File: config.mk
export PLATFORM = sky130hd
export DESIGN_NAME = alu_issue_ctrl
export DESIGN_NICKNAME = d
export VERILOG_FILES = /design/src/rtl/alu_pkg.sv /design/src/rtl/alu_decoder.sv /design/src/rtl/alu_issue_ctrl.sv
export SDC_FILE = /design/constraint.sdc
export NUM_CORES = 1
export LEC_CHECK = 0
export CAP_MARGIN = 0
export CORE_AREA = 4 4 91 93
export DETAILED_ROUTE_END_ITERATION = 10
export DIE_AREA = 0 0 95 97
export DONT_BUFFER_PORTS = 1
export GPL_ROUTABILITY_DRIVEN = 0
export PLACE_DENSITY = 0.78
export SYNTH_ARGS = -nofsm -noshare
export SYNTH_HDL_FRONTEND = slang
export SYNTH_SLANG_ARGS = --single-unit
File: constraint.sdc
create_clock -name clk -period 4.8 [get_ports clk]
set_input_delay 0.96 -clock clk [delete_from_list [all_inputs] [get_ports clk]]
set_output_delay 0.96 -clock clk [all_outputs]
set_load 0.05 [all_outputs]
File: src/rtl/alu_pkg.sv
// Shared definitions for the ALU issue controller: ALU operation codes,
// RV32 opcode/funct field values, FSM state type and the decode bundle.
package alu_pkg;

  // ALU operation codes understood by the external ALU
  localparam logic [3:0] ALU_AND = 4'b0000;
  localparam logic [3:0] ALU_OR  = 4'b0001;
  localparam logic [3:0] ALU_ADD = 4'b0010;
  localparam logic [3:0] ALU_SUB = 4'b0110;
  localparam logic [3:0] ALU_SLT = 4'b0100;
  localparam logic [3:0] ALU_XOR = 4'b0101;
  localparam logic [3:0] ALU_SRL = 4'b1000;
  localparam logic [3:0] ALU_SLL = 4'b1001;
  localparam logic [3:0] ALU_SRA = 4'b1010;

  // RV32 major opcodes handled here
  localparam logic [6:0] OPC_OP     = 7'b0110011;
  localparam logic [6:0] OPC_OP_IMM = 7'b0010011;
  localparam logic [6:0] OPC_BRANCH = 7'b1100011;

  // funct3 values
  localparam logic [2:0] F3_ADD_SUB = 3'b000;
  localparam logic [2:0] F3_SLL     = 3'b001;
  localparam logic [2:0] F3_SLT     = 3'b010;
  localparam logic [2:0] F3_XOR     = 3'b100;
  localparam logic [2:0] F3_SRL_SRA = 3'b101;
  localparam logic [2:0] F3_OR      = 3'b110;
  localparam logic [2:0] F3_AND     = 3'b111;
  localparam logic [2:0] F3_BEQ     = 3'b000;
  localparam logic [2:0] F3_BNE     = 3'b001;

  // funct7 values
  localparam logic [6:0] F7_BASE = 7'b0000000;
  localparam logic [6:0] F7_ALT  = 7'b0100000;

  typedef enum logic [1:0] {
    S_IDLE = 2'd0,
    S_EXEC = 2'd1,
    S_RESP = 2'd2
  } state_t;

  // Result of decoding one instruction word
  typedef struct packed {
    logic [3:0]  alu_op;
    logic        op2_rs2;    // 1: op2 comes from rs2_data, 0: from imm
    logic [31:0] imm;
    logic        is_branch;
    logic        branch_ne;  // 1: BNE, 0: BEQ
    logic        illegal;
  } dec_t;

endpackage

File: src/rtl/alu_decoder.sv
// Purely combinational RV32 decode: ALU op, operand-2 source, immediate,
// branch kind and illegal flag.
module alu_decoder
  import alu_pkg::*;
(
  input  logic [31:0] instr_i,
  output dec_t        dec_o
);

  logic [6:0]  opcode;
  logic [2:0]  funct3;
  logic [6:0]  funct7;
  logic [31:0] imm_i;
  logic [31:0] shamt;
  logic        unused_fields;

  assign opcode = instr_i[6:0];
  assign funct3 = instr_i[14:12];
  assign funct7 = instr_i[31:25];
  assign imm_i  = {{20{instr_i[31]}}, instr_i[31:20]};
  assign shamt  = {27'b0, instr_i[24:20]};

  // Register specifiers are not needed; operands arrive on the data ports.
  assign unused_fields = ^{instr_i[19:15], instr_i[11:7]};

  // Map opcode/funct fields onto an ALU operation; anything unlisted is illegal
  always_comb begin
    dec_o         = '0;
    dec_o.illegal = 1'b1;
    unique case (opcode)
      OPC_OP: begin
        dec_o.op2_rs2 = 1'b1;
        dec_o.illegal = 1'b0;
        unique case (funct3)
          F3_ADD_SUB: begin
            if (funct7 == F7_BASE)     dec_o.alu_op = ALU_ADD;
            else if (funct7 == F7_ALT) dec_o.alu_op = ALU_SUB;
            else                       dec_o.illegal = 1'b1;
          end
          F3_SRL_SRA: begin
            if (funct7 == F7_BASE)     dec_o.alu_op = ALU_SRL;
            else if (funct7 == F7_ALT) dec_o.alu_op = ALU_SRA;
            else                       dec_o.illegal = 1'b1;
          end
          F3_SLL:  dec_o.alu_op = ALU_SLL;
          F3_SLT:  dec_o.alu_op = ALU_SLT;
          F3_XOR:  dec_o.alu_op = ALU_XOR;
          F3_OR:   dec_o.alu_op = ALU_OR;
          F3_AND:  dec_o.alu_op = ALU_AND;
          default: dec_o.illegal = 1'b1;
        endcase
      end
      OPC_OP_IMM: begin
        dec_o.imm     = imm_i;
        dec_o.illegal = 1'b0;
        unique case (funct3)
          F3_ADD_SUB: dec_o.alu_op = ALU_ADD;
          F3_SLT:     dec_o.alu_op = ALU_SLT;
          F3_XOR:     dec_o.alu_op = ALU_XOR;
          F3_OR:      dec_o.alu_op = ALU_OR;
          F3_AND:     dec_o.alu_op = ALU_AND;
          F3_SLL: begin
            dec_o.imm     = shamt;
            dec_o.alu_op  = ALU_SLL;
            dec_o.illegal = (funct7 != F7_BASE);
          end
          F3_SRL_SRA: begin
            dec_o.imm    = shamt;
            dec_o.alu_op = instr_i[30] ? ALU_SRA : ALU_SRL;
          end
          default: dec_o.illegal = 1'b1;
        endcase
      end
      OPC_BRANCH: begin
        dec_o.op2_rs2   = 1'b1;
        dec_o.alu_op    = ALU_SUB;
        dec_o.is_branch = 1'b1;
        if (funct3 == F3_BEQ) begin
          dec_o.illegal = 1'b0;
        end else if (funct3 == F3_BNE) begin
          dec_o.branch_ne = 1'b1;
          dec_o.illegal   = 1'b0;
        end
      end
      default: dec_o.illegal = 1'b1;
    endcase
  end

endmodule

File: src/rtl/alu_issue_ctrl.sv
// Issues one RV32 ALU/branch instruction at a time to an external ALU and
// returns the result over a valid/ready response channel.
//
// state  | meaning
// -------+-------------------------------------------------------------
// IDLE   | instr_ready=1, waiting for an instruction
// EXEC   | latched op/operands driven to the ALU; result captured at exit
// RESP   | resp_valid=1 with a stable payload until resp_ready
module alu_issue_ctrl
  import alu_pkg::*;
(
  input  logic        clk,
  input  logic        rst,
  input  logic        instr_valid,
  output logic        instr_ready,
  input  logic [31:0] instr,
  input  logic [31:0] rs1_data,
  input  logic [31:0] rs2_data,
  output logic [3:0]  alu_op,
  output logic [31:0] alu_op1,
  output logic [31:0] alu_op2,
  input  logic [31:0] alu_result,
  input  logic        alu_zero,
  output logic        resp_valid,
  input  logic        resp_ready,
  output logic [31:0] resp_data,
  output logic        resp_taken,
  output logic        resp_illegal
);

  dec_t        dec;
  state_t      state_q, state_d;
  logic [3:0]  op_q, op_d;
  logic [31:0] op1_q, op1_d;
  logic [31:0] op2_q, op2_d;
  logic        br_q, br_d;
  logic        ne_q, ne_d;
  logic [31:0] data_q, data_d;
  logic        taken_q, taken_d;
  logic        illegal_q, illegal_d;

  alu_decoder u_dec (
    .instr_i (instr),
    .dec_o   (dec)
  );

  // Next state and next payload/operand values
  always_comb begin
    state_d   = state_q;
    op_d      = op_q;
    op1_d     = op1_q;
    op2_d     = op2_q;
    br_d      = br_q;
    ne_d      = ne_q;
    data_d    = data_q;
    taken_d   = taken_q;
    illegal_d = illegal_q;
    unique case (state_q)
      S_IDLE: begin
        if (instr_valid) begin
          op_d      = dec.illegal ? ALU_AND : dec.alu_op;
          op1_d     = rs1_data;
          op2_d     = dec.op2_rs2 ? rs2_data : dec.imm;
          br_d      = dec.is_branch;
          ne_d      = dec.branch_ne;
          illegal_d = dec.illegal;
          data_d    = '0;
          taken_d   = 1'b0;
          // Illegal instructions skip the ALU entirely
          state_d   = dec.illegal ? S_RESP : S_EXEC;
        end
      end
      S_EXEC: begin
        data_d  = br_q ? '0 : alu_result;
        taken_d = br_q & (alu_zero ^ ne_q);
        state_d = S_RESP;
      end
      S_RESP: begin
        if (resp_ready) state_d = S_IDLE;
      end
      default: state_d = S_IDLE;
    endcase
  end

  // State and latched values, synchronous active-low reset
  always_ff @(posedge clk) begin
    if (!rst) begin
      state_q   <= S_IDLE;
      op_q      <= ALU_AND;
      op1_q     <= '0;
      op2_q     <= '0;
      br_q      <= 1'b0;
      ne_q      <= 1'b0;
      data_q    <= '0;
      taken_q   <= 1'b0;
      illegal_q <= 1'b0;
    end else begin
      state_q   <= state_d;
      op_q      <= op_d;
      op1_q     <= op1_d;
      op2_q     <= op2_d;
      br_q      <= br_d;
      ne_q      <= ne_d;
      data_q    <= data_d;
      taken_q   <= taken_d;
      illegal_q <= illegal_d;
    end
  end

  assign instr_ready  = (state_q == S_IDLE);
  assign resp_valid   = (state_q == S_RESP);
  assign alu_op       = (state_q == S_EXEC) ? op_q  : ALU_AND;
  assign alu_op1      = (state_q == S_EXEC) ? op1_q : '0;
  assign alu_op2      = (state_q == S_EXEC) ? op2_q : '0;
  assign resp_data    = data_q;
  assign resp_taken   = taken_q;
  assign resp_illegal = illegal_q;

endmodule

=== Word-level counts from Yosys, hierarchy flattened ===
Index checks and enable logic that the tools add are counted.
W data, S select, Z words.

* Word-level logic and storage cells: 72
* Register bits after elaboration: 106
* Bits of input ports: 133

* Muxes and demuxes: 34
* Reductions and logical operators: 13
* Equality and inequality tests: 14
* Bitwise gates (word level): 2

{| class="wikitable"
|+ Operator list
! cell !! number
|-
| $mux W32 || 7
|-
| $pmux W32 S2 || 1
|-
| $pmux W4 S6 || 2
|-
| $mux W4 || 5
|-
| $eq A7 B6 Y1 const B || 2
|-
| $eq A3 B3 Y1 const B || 4
|-
| $mux W2 || 6
|-
| $pmux W4 S3 || 1
|-
| $eq A7 B5 Y1 const B || 1
|-
| $eq A7 B7 Y1 const B || 1
|-
| $logic_not A7 Y1 || 1
|-
| $reduce_bool A7 Y1 || 1
|-
| $mux W1 || 6
|-
| $pmux W1 S2 || 3
|-
| $pmux W2 S3 || 1
|-
| $reduce_and A2 Y1 || 3
|-
| $reduce_or A2 Y1 || 3
|-
| $reduce_or A6 Y1 || 1
|-
| $reduce_or A5 Y1 || 1
|-
| $eq A3 B1 Y1 const B || 1
|-
| $eq A3 B2 Y1 const B || 1
|-
| $logic_not A3 Y1 || 1
|-
| $mux W3 || 1
|-
| $pmux W1 S3 || 1
|-
| 8 further kinds || 8
|}

=== Logic depth before layout (Yosys ltp) ===
Gate-level depths: netlist of run 1.

* Depth after elaboration: 8
* Depth in mapped cells: 8

=== Cells and area by module ===
A second synthesis of run 1 with hierarchy kept.

* Cells, all modules: 525
* Area, all modules: 4,825.9 um^2

{| class="wikitable"
|+ Modules (own cells, without submodules)
! module !! cells an instance !! area each (um^2) !! times used
|-
| alu_issue_ctrl || 448 || 4,299.1 || 1
|-
| alu_decoder || 77 || 526.8 || 1
|}

=== Least setup slack after synthesis of run 1 ===
No wires, ideal clock.

* Path type: reg2out
* From: register state_q[0]
* To: output alu_op1[0]
* Stages on the path, launching flop included: 5
* Buffers on the path: 2
* Arrival time: 1.366 ns
* Path slack: 2.474 ns
* Data required time: 3.840 ns
* Cells stage by stage: dfxtp_1 -> nor2b_1 -> clkbuf_1 -> clkbuf_1 -> and2_1

* Word-level cells in the longest chain between the ends: 2

{| class="wikitable"
|+ RTL lines
! element !! line !! text
|-
| start: declaration || alu_issue_ctrl.sv:32 || <nowiki>state_t state_q, state_d;</nowiki>
|-
| start signal: assignment || alu_issue_ctrl.sv:98 || <nowiki>state_q <= state_d;</nowiki>
|-
| $eq A2 B1 Y1 || alu_issue_ctrl.sv:113 || <nowiki>assign alu_op1 = (state_q == S_EXEC) ? op1_q : '0;</nowiki>
|-
| $mux W32 || alu_issue_ctrl.sv:113 ||
|-
| end: declaration || alu_issue_ctrl.sv:20 || <nowiki>output logic [31:0] alu_op1,</nowiki>
|}

No other way between the ends.

=== Final worst setup path of run 1 ===
* From: register state_q[0]
* To: output alu_op1[31]

Same word-level chain as after synthesis.

==> results of run 1 <==
[cells by family (layout without fill, tap and decap cells)]
| kind of cell | count (synthesis) | count (layout) | synth area share [%] |
|---|---|---|---|
| buffers and inverters | 51 | 20 | 5.20 |
| AND/OR/NAND/NOR | 248 | 248 | 27.9 |
| AO/OA/AOI/OAI | 139 | 139 | 20.5 |
| multiplexers | 1 | 1 | 0.215 |
| flip-flops | 106 | 106 | 45.7 |
| XOR/XNOR | 3 | 3 | 0.565 |
[cell usage in the layout (no fill, tap or decap), types with 2 or more instances in the layout]
cell / instances
dfxtp_1: 106
nand2_1: 97
and2_1: 70
nor2b_1: 37
a21boi_0: 34
a22oi_1: 32
o21ai_0: 25
a21oi_1: 22
nor2_1: 14
a221oi_1: 11
nor3b_1: 11
clkbuf_8: 11
nand3_1: 5
clkinv_4: 4
xor2_1: 3
nand4_1: 3
and3_1: 2
inv_1: 2
o31ai_1: 2
a31oi_1: 2
o21ai_1: 2
[flip-flops by register name (all words and copies together), names as in the netlist]
| name | cells |
|---|---|
| op1_q | 32 |
| op2_q | 32 |
| state_q | 2 |
| resp_data | 32 |
| op_q | 4 |
| br_q | 1 |
| resp_taken | 1 |
| ne_q | 1 |
| resp_illegal | 1 |
[power breakdown]
group          switching, mW  internal, mW  leakage [nW]  total, mW
Sequential            0.0210         0.917         0.865      0.938
Clock                  0.310         0.225         0.102      0.535
Combinational         0.0724        0.0457         0.714      0.118
[stage by stage]
step	hold WS, ns	cells
floorplan	0.425	548
global placement	0.439	602
CTS	0.460	618
finish	0.460	619
global route	0.485	619
detailed placement	0.441	602
[how the worst min path moves through the flow]
| stage | endpoint | cells after the start |
|---|---|---|
| floorplan | op_q[3] | 2 |
| finish | op_q[3] | 2 |
| global placement | op_q[3] | 2 |
| CTS | op_q[3] | 2 |
| global route | op_q[3] | 2 |
| detailed placement | op_q[3] | 2 |
[worst min-delay path, cell delays in order (launching register included)]
cell     delay, ns
dfxtp_1       0.32
nand3_1       0.06
nand2_1       0.04
[cell type report]
class	count	area share, %
clock inverters	5	0.969
repair buffers	2	0.471
well taps	102	2.67
multi-input cells	391	48.1
clock buffers	11	3.17
inverters	2	0.157
flip-flops and latches	106	44.4
[metal layers]
metal	part of all wire [%]	wire length, um	up-vias
li1	-	-	1776
met1	38	4290	1676
met2	50	5570	162
met3	11	1180	10
met4	1.0	112	0
met5	0	0	-
==> impl_metrics.csv, run 1 <==
group,metric,value,unit
critical_path,rr_startpoint,"state_q[0]",
detailed_routing,drtPass1Iterations,4,
layout,n_antenna_cell,0,
die,row_count,32,
sta,fin_setup_tns,0,ns
clocking,cts.repair.resized,0,
sta,skew,0.0153,ns
critical_path,required,3.84,ns
critical_path,crit_slowest_cell,"nor2b_4",
critical_path,r2r_slack,1.78,ns
clocking,insertion_delay,0.36,ns
die,die_width,95,um
detailed_routing,wl_per_cell,18.0,um
global_routing,antenna_found_initial,0,
pwr,peakVddDrop,0.169,mV
sta,fin_crit_sh,69.6,%
global_routing,grt_max_degree,107,
flow_run,maxCapViolations,0,
layout,utilization,63.5,%
synth,synthTopCellsByCount,"dfxtp_1 (106), nand2_1 (97), and2_1 (71), nor2b_1 (39), a21boi_0 (34)",
synth,syn_avg_cell_area,8.48,um^2
clocking,tritoncts,"yes",
global_routing,grt_pass1_wl,17.3,mm
clocking,path_clk_slew,0.09,ns
worst_hold_path,min_path_type,"flip-flop to flip-flop",
sta,period_needed,3.34,ns
pwr,total_power,1.59,mW
detailed_routing,wl,11.1,mm
sta,fmax,0.299,GHz
global_routing,grt.busiest_layer,"met2",
detailed_routing,drc,0,
detailed_routing,viasPerCell,5.85,
die,start_util,61.8,%
synth,synth.most_common_cell,"dfxtp_1",
synth,synth_cell_type_count,39,
detailed_routing,drt_iter0_drc,184,
clocking,cts_buffers,9,
placement,hpwl,7.62,mm
layout,final_area,4780,um^2
global_routing,grt.met2_usage,39.6,%
synth,synth_area_leaders,"dfxtp_1 (46%), and2_1 (9.6%), nand2_1 (7.8%)",
critical_path,endpoint,"alu_op1[31]",
synth,synth.top_cell.area_share,45.7,%
clocking,post_cts_buffers,0,
sta,worst_slew_margin_rel,18.2,%
synth,syn-cell-area,4650,um^2
critical_path,crit_arrival,2.38,ns
pwr,powerDensity,333,nW/um^2
die,die_area,9220,um^2
placement,pre_cts_ws,1.76,ns
die,die_h,97,um
critical_path,startpoint,"state_q[0]",
run_status,status,"completed",
placement,dpl_cell_area,4560,um^2
clocking,htreeDepth,3,
layout,area.growth.synth_to_final,2.77,%
pwr,cellLeakagePower,1.68,nW
worst_hold_path,min_from,"op_q[3]",
sta,finalSetupViolations,0,
layout,ff_latch_area,2120,um^2
clocking,clock-root-buffer,"clkbuf_8",
critical_path,max_stage_delay,0.99,ns
synth,yosysWarningCount,0,
critical_path,cp.depth,2,
synth,synth_seq_cells,106,
sta,drv_slew,0,
synth,syn_inst,548,
layout,multi_input_area,2300,um^2
layout,fill_cells,650,
sta,finalHoldViolCount,0,
critical_path,critPathKind,"flip-flop to output port",
synth,syn-num-nets,681,
critical_path,rr_worst_depth,4,
detailed_routing,vias,3624,
critical_path,path_cells,"nor2b_4 > and2_1",
layout,fin_nets,645,
die,core,7530,um^2
sta,rsz0062_at_grt,"false",
global_routing,grt_use_total,23.5,%
critical_path,path_buf_inv,0,
sta,fin_ws,1.46,ns
synth,synth_top_area_cell,"dfxtp_1",
global_routing,grt_pass1_vias,3466,
placement,port_buffers,0,
critical_path,cp_max_fo,71,
clocking,cts_buffer_depth,2,
global_routing,grt-ovfl-total,0,
clocking,clkSinkCount,106,
critical_path,worstSetupStartpointType,"flip-flop",
critical_path,cp_top_family,"simple AND/OR/NAND/NOR gates",
synth,postSynth.asyncResetShare,0,%
synth,synth_seq_area_share,45.7,%
global_routing,met1_usage,27.6,%
clocking,holdBufCountCts,0,
critical_path,end_kind,"output port",
sta,worst_pin_slew,1.22,ns
global_routing,gr-usage-met3,8.71,%
synth,synth_edf_count,0,
die,boundaryPins,237,
critical_path,rr_endpoint,"resp_data[17]",
layout,drive_gt1_share,5.22,%
synth,synth-main-ff-cell,"dfxtp_1",
detailed_routing,ant_nets,0,
Note: power is estimated with default switching activity, not from simulation.
==> run 2: changes to the inputs <==
--- a/config.mk
+++ b/config.mk
@@ -6,12 +6,12 @@
 export NUM_CORES = 1
 export LEC_CHECK = 0
 export CAP_MARGIN = 0
-export CORE_AREA = 4 4 91 93
+export CORE_AREA = 4 4 96 98
 export DETAILED_ROUTE_END_ITERATION = 10
-export DIE_AREA = 0 0 95 97
+export DIE_AREA = 0 0 100 102
 export DONT_BUFFER_PORTS = 1
 export GPL_ROUTABILITY_DRIVEN = 0
-export PLACE_DENSITY = 0.78
+export PLACE_DENSITY = 0.74
 export SYNTH_ARGS = -nofsm -noshare
 export SYNTH_HDL_FRONTEND = slang
 export SYNTH_SLANG_ARGS = --single-unit
==> constraint.sdc (replaced) <==
create_clock -name clk -period 3.06 [get_ports clk]
set_input_delay 0.612 -clock clk [delete_from_list [all_inputs] [get_ports clk]]
set_output_delay 0.612 -clock clk [all_outputs]
set_load 0.05 [all_outputs]
==> run 2 against run 1 <==
Sequential cell count is the same. Cell count grew 2.1%. Sequential power grew 57%. Combinational power grew 64%. Total power grew 54%. Setup slack lost 0.81 ns. Global-route usage shrank 2.8 points. Die area grew 11%. Sequential share of layout area shrank 0.45 points. Wire length is essentially flat. Critical endpoint is now alu_op2[6]. Non-clock buffer count grew 7. Largest power group unchanged. Critical path type unchanged. Hold slack lost 0.078 ns.
==> impl_metrics.csv, run 2 (synthesis gave the netlist of run 1 again) <==
group,metric,value,unit
run_status,status,"completed",
critical_path,cp_top_family,"simple AND/OR/NAND/NOR gates",
detailed_routing,drt_iter0_drc,195,
critical_path,end_kind,"output port",
sta,worst_pin_slew,0.610,ns
clocking,cts.repair.resized,0,
die,row_count,34,
clocking,holdBufCountCts,0,
placement,port_buffers,0,
worst_hold_path,min_path_type,"input port to flip-flop",
clocking,insertion_delay,0.35,ns
critical_path,rr_startpoint,"state_q[1]",
sta,drv_slew,0,
sta,fin_ws,0.648,ns
critical_path,critPathKind,"flip-flop to output port",
pwr,powerDensity,509,nW/um^2
detailed_routing,maxUsedRoutingLayer,"met4",
layout,area.growth.synth_to_final,3.82,%
placement,dp.cells,616,
placement,pre_cts_ws,0.905,ns
layout,final_common_cell,"dfxtp_1",
layout,final_cell_mix,"dfxtp_1 (106), nand2_1 (96), and2_1 (70), nor2b_1 (37), a21boi_0 (34)",
detailed_routing,drtPass1Iterations,4,
die,core,8470,um^2
sta,fmax,0.415,GHz
critical_path,cp_max_fo,42,
critical_path,r2r_slack,1.09,ns
sta,fin_crit_sh,78.8,%
die,start_util,54.9,%
global_routing,grt_max_degree,107,
critical_path,path_cells,"nor2b_4 > buf_4 > and2_1",
global_routing,antenna_found_initial,0,
pwr,peakVddDrop,0.250,mV
global_routing,grt_use_total,20.7,%
sta,finalHoldViolCount,0,
global_routing,grt_pass1_wl,17.2,mm
pwr,cellLeakagePower,1.71,nW
layout,n_antenna_cell,0,
detailed_routing,wl_met2,5.52,mm
detailed_routing,viasPerCell,5.76,
placement,hpwl,7.92,mm
global_routing,grt_pass1_vias,3567,
critical_path,crit_arrival,1.80,ns
die,die_width,100,um
detailed_routing,wl_met1,4.56,mm
critical_path,worstSetupStartpointType,"flip-flop",
die,die_h,102,um
clocking,tritoncts,"yes",
detailed_routing,wl,11.2,mm
sta,finalSetupViolations,0,
critical_path,max_stage_delay,0.52,ns
detailed_routing,routed-wl-met3,982,um
worst_hold_path,min_from,"rs2_data[23]",
clocking,clkSinkCount,106,
clocking,post_cts_buffers,0,
clocking,path_clk_slew,0.11,ns
layout,utilization,57.0,%
clocking,clock-root-buffer,"clkbuf_8",
die,boundaryPins,237,
critical_path,startpoint,"state_q[0]",
detailed_routing,vias,3638,
sta,period_needed,2.41,ns
layout,fin_cells,632,
sta,rsz0062_at_grt,"false",
clocking,htreeDepth,3,
layout,fin_nets,652,
clocking,cts_buffers,9,
detailed_routing,wl_per_cell,17.7,um
layout,drive_gt1_share,6.49,%
global_routing,grt-ovfl-total,0,
clocking,cts_buffer_depth,2,
critical_path,crit_slowest_cell,"and2_1",
flow_run,maxCapViolations,0,
sta,hold-worst-slack,0.382,ns
die,die_area,10200,um^2
critical_path,required,2.45,ns
detailed_routing,drc,0,
sta,skew,0.0130,ns
critical_path,path_buf_inv,1,
sta,worst_slew_margin_rel,59.3,%
sta,fin_setup_tns,0,ns
detailed_routing,ant_nets,0,
[run 2: changes by cell type in the layout (fill, tap and decap cells not counted)]
cell,before,now
buf_4,1,8
clkbuf_8,11,9
nand2_2,0,1
buf_8,1,0
inv_6,0,1
nand2_1,97,96
clkinv_4,4,3
clkbuf_1,0,1
buf_12,0,1
clkinv_2,0,1
[run 2: worst paths after layout]
path,end,depth (start not counted)
setup / recovery,alu_op2[6],3
hold / removal,op2_q[23],2
setup reg to reg,ne_q,6
hold reg to reg,op1_q[22],2
[run 2: final cells by class]
class | instances | area [um^2]
clock buffers | 10 | 128
clock inverters | 6 | 51.3
fillers | 793 | 3640
inverters | 2 | 7.51
multi-input cells | 391 | 2300
flip-flops and latches | 106 | 2120
well taps | 108 | 135
repair buffers | 9 | 80.1
[run 2: metrics by stage]
stage | cell area (um^2) | power, mW
global route | 4830 | 2.57
global placement | 4650 | 1.69
floorplan | 4650 | 1.67
detailed placement | 4650 | 1.70
finish | 4830 | 2.46
CTS | 4830 | 2.49
[run 2: per-layer routing]
layer  vias to the layer above  track usage [%]
li1                       1784                -
met1                      1691             25.7
met2                       154             35.9
met3                         9             5.67
met4                         0             5.49
met5                         -                0
[run 2: worst register-to-register path, cell delays in order, from the launching register on]
cell      delay (ns)
dfxtp_1         0.38
nor2_1          0.12
buf_4           0.22
and2_2          0.57
buf_12          0.28
nand4_1         0.14
a21boi_0        0.18
[run 2: where the power goes]
group | total (mW) | switching [mW] | internal, mW
Combinational | 0.194 | 0.117 | 0.0764
Sequential | 1.47 | 0.0330 | 1.44
Clock | 0.789 | 0.481 | 0.309
Total | 2.46 | 0.631 | 1.82
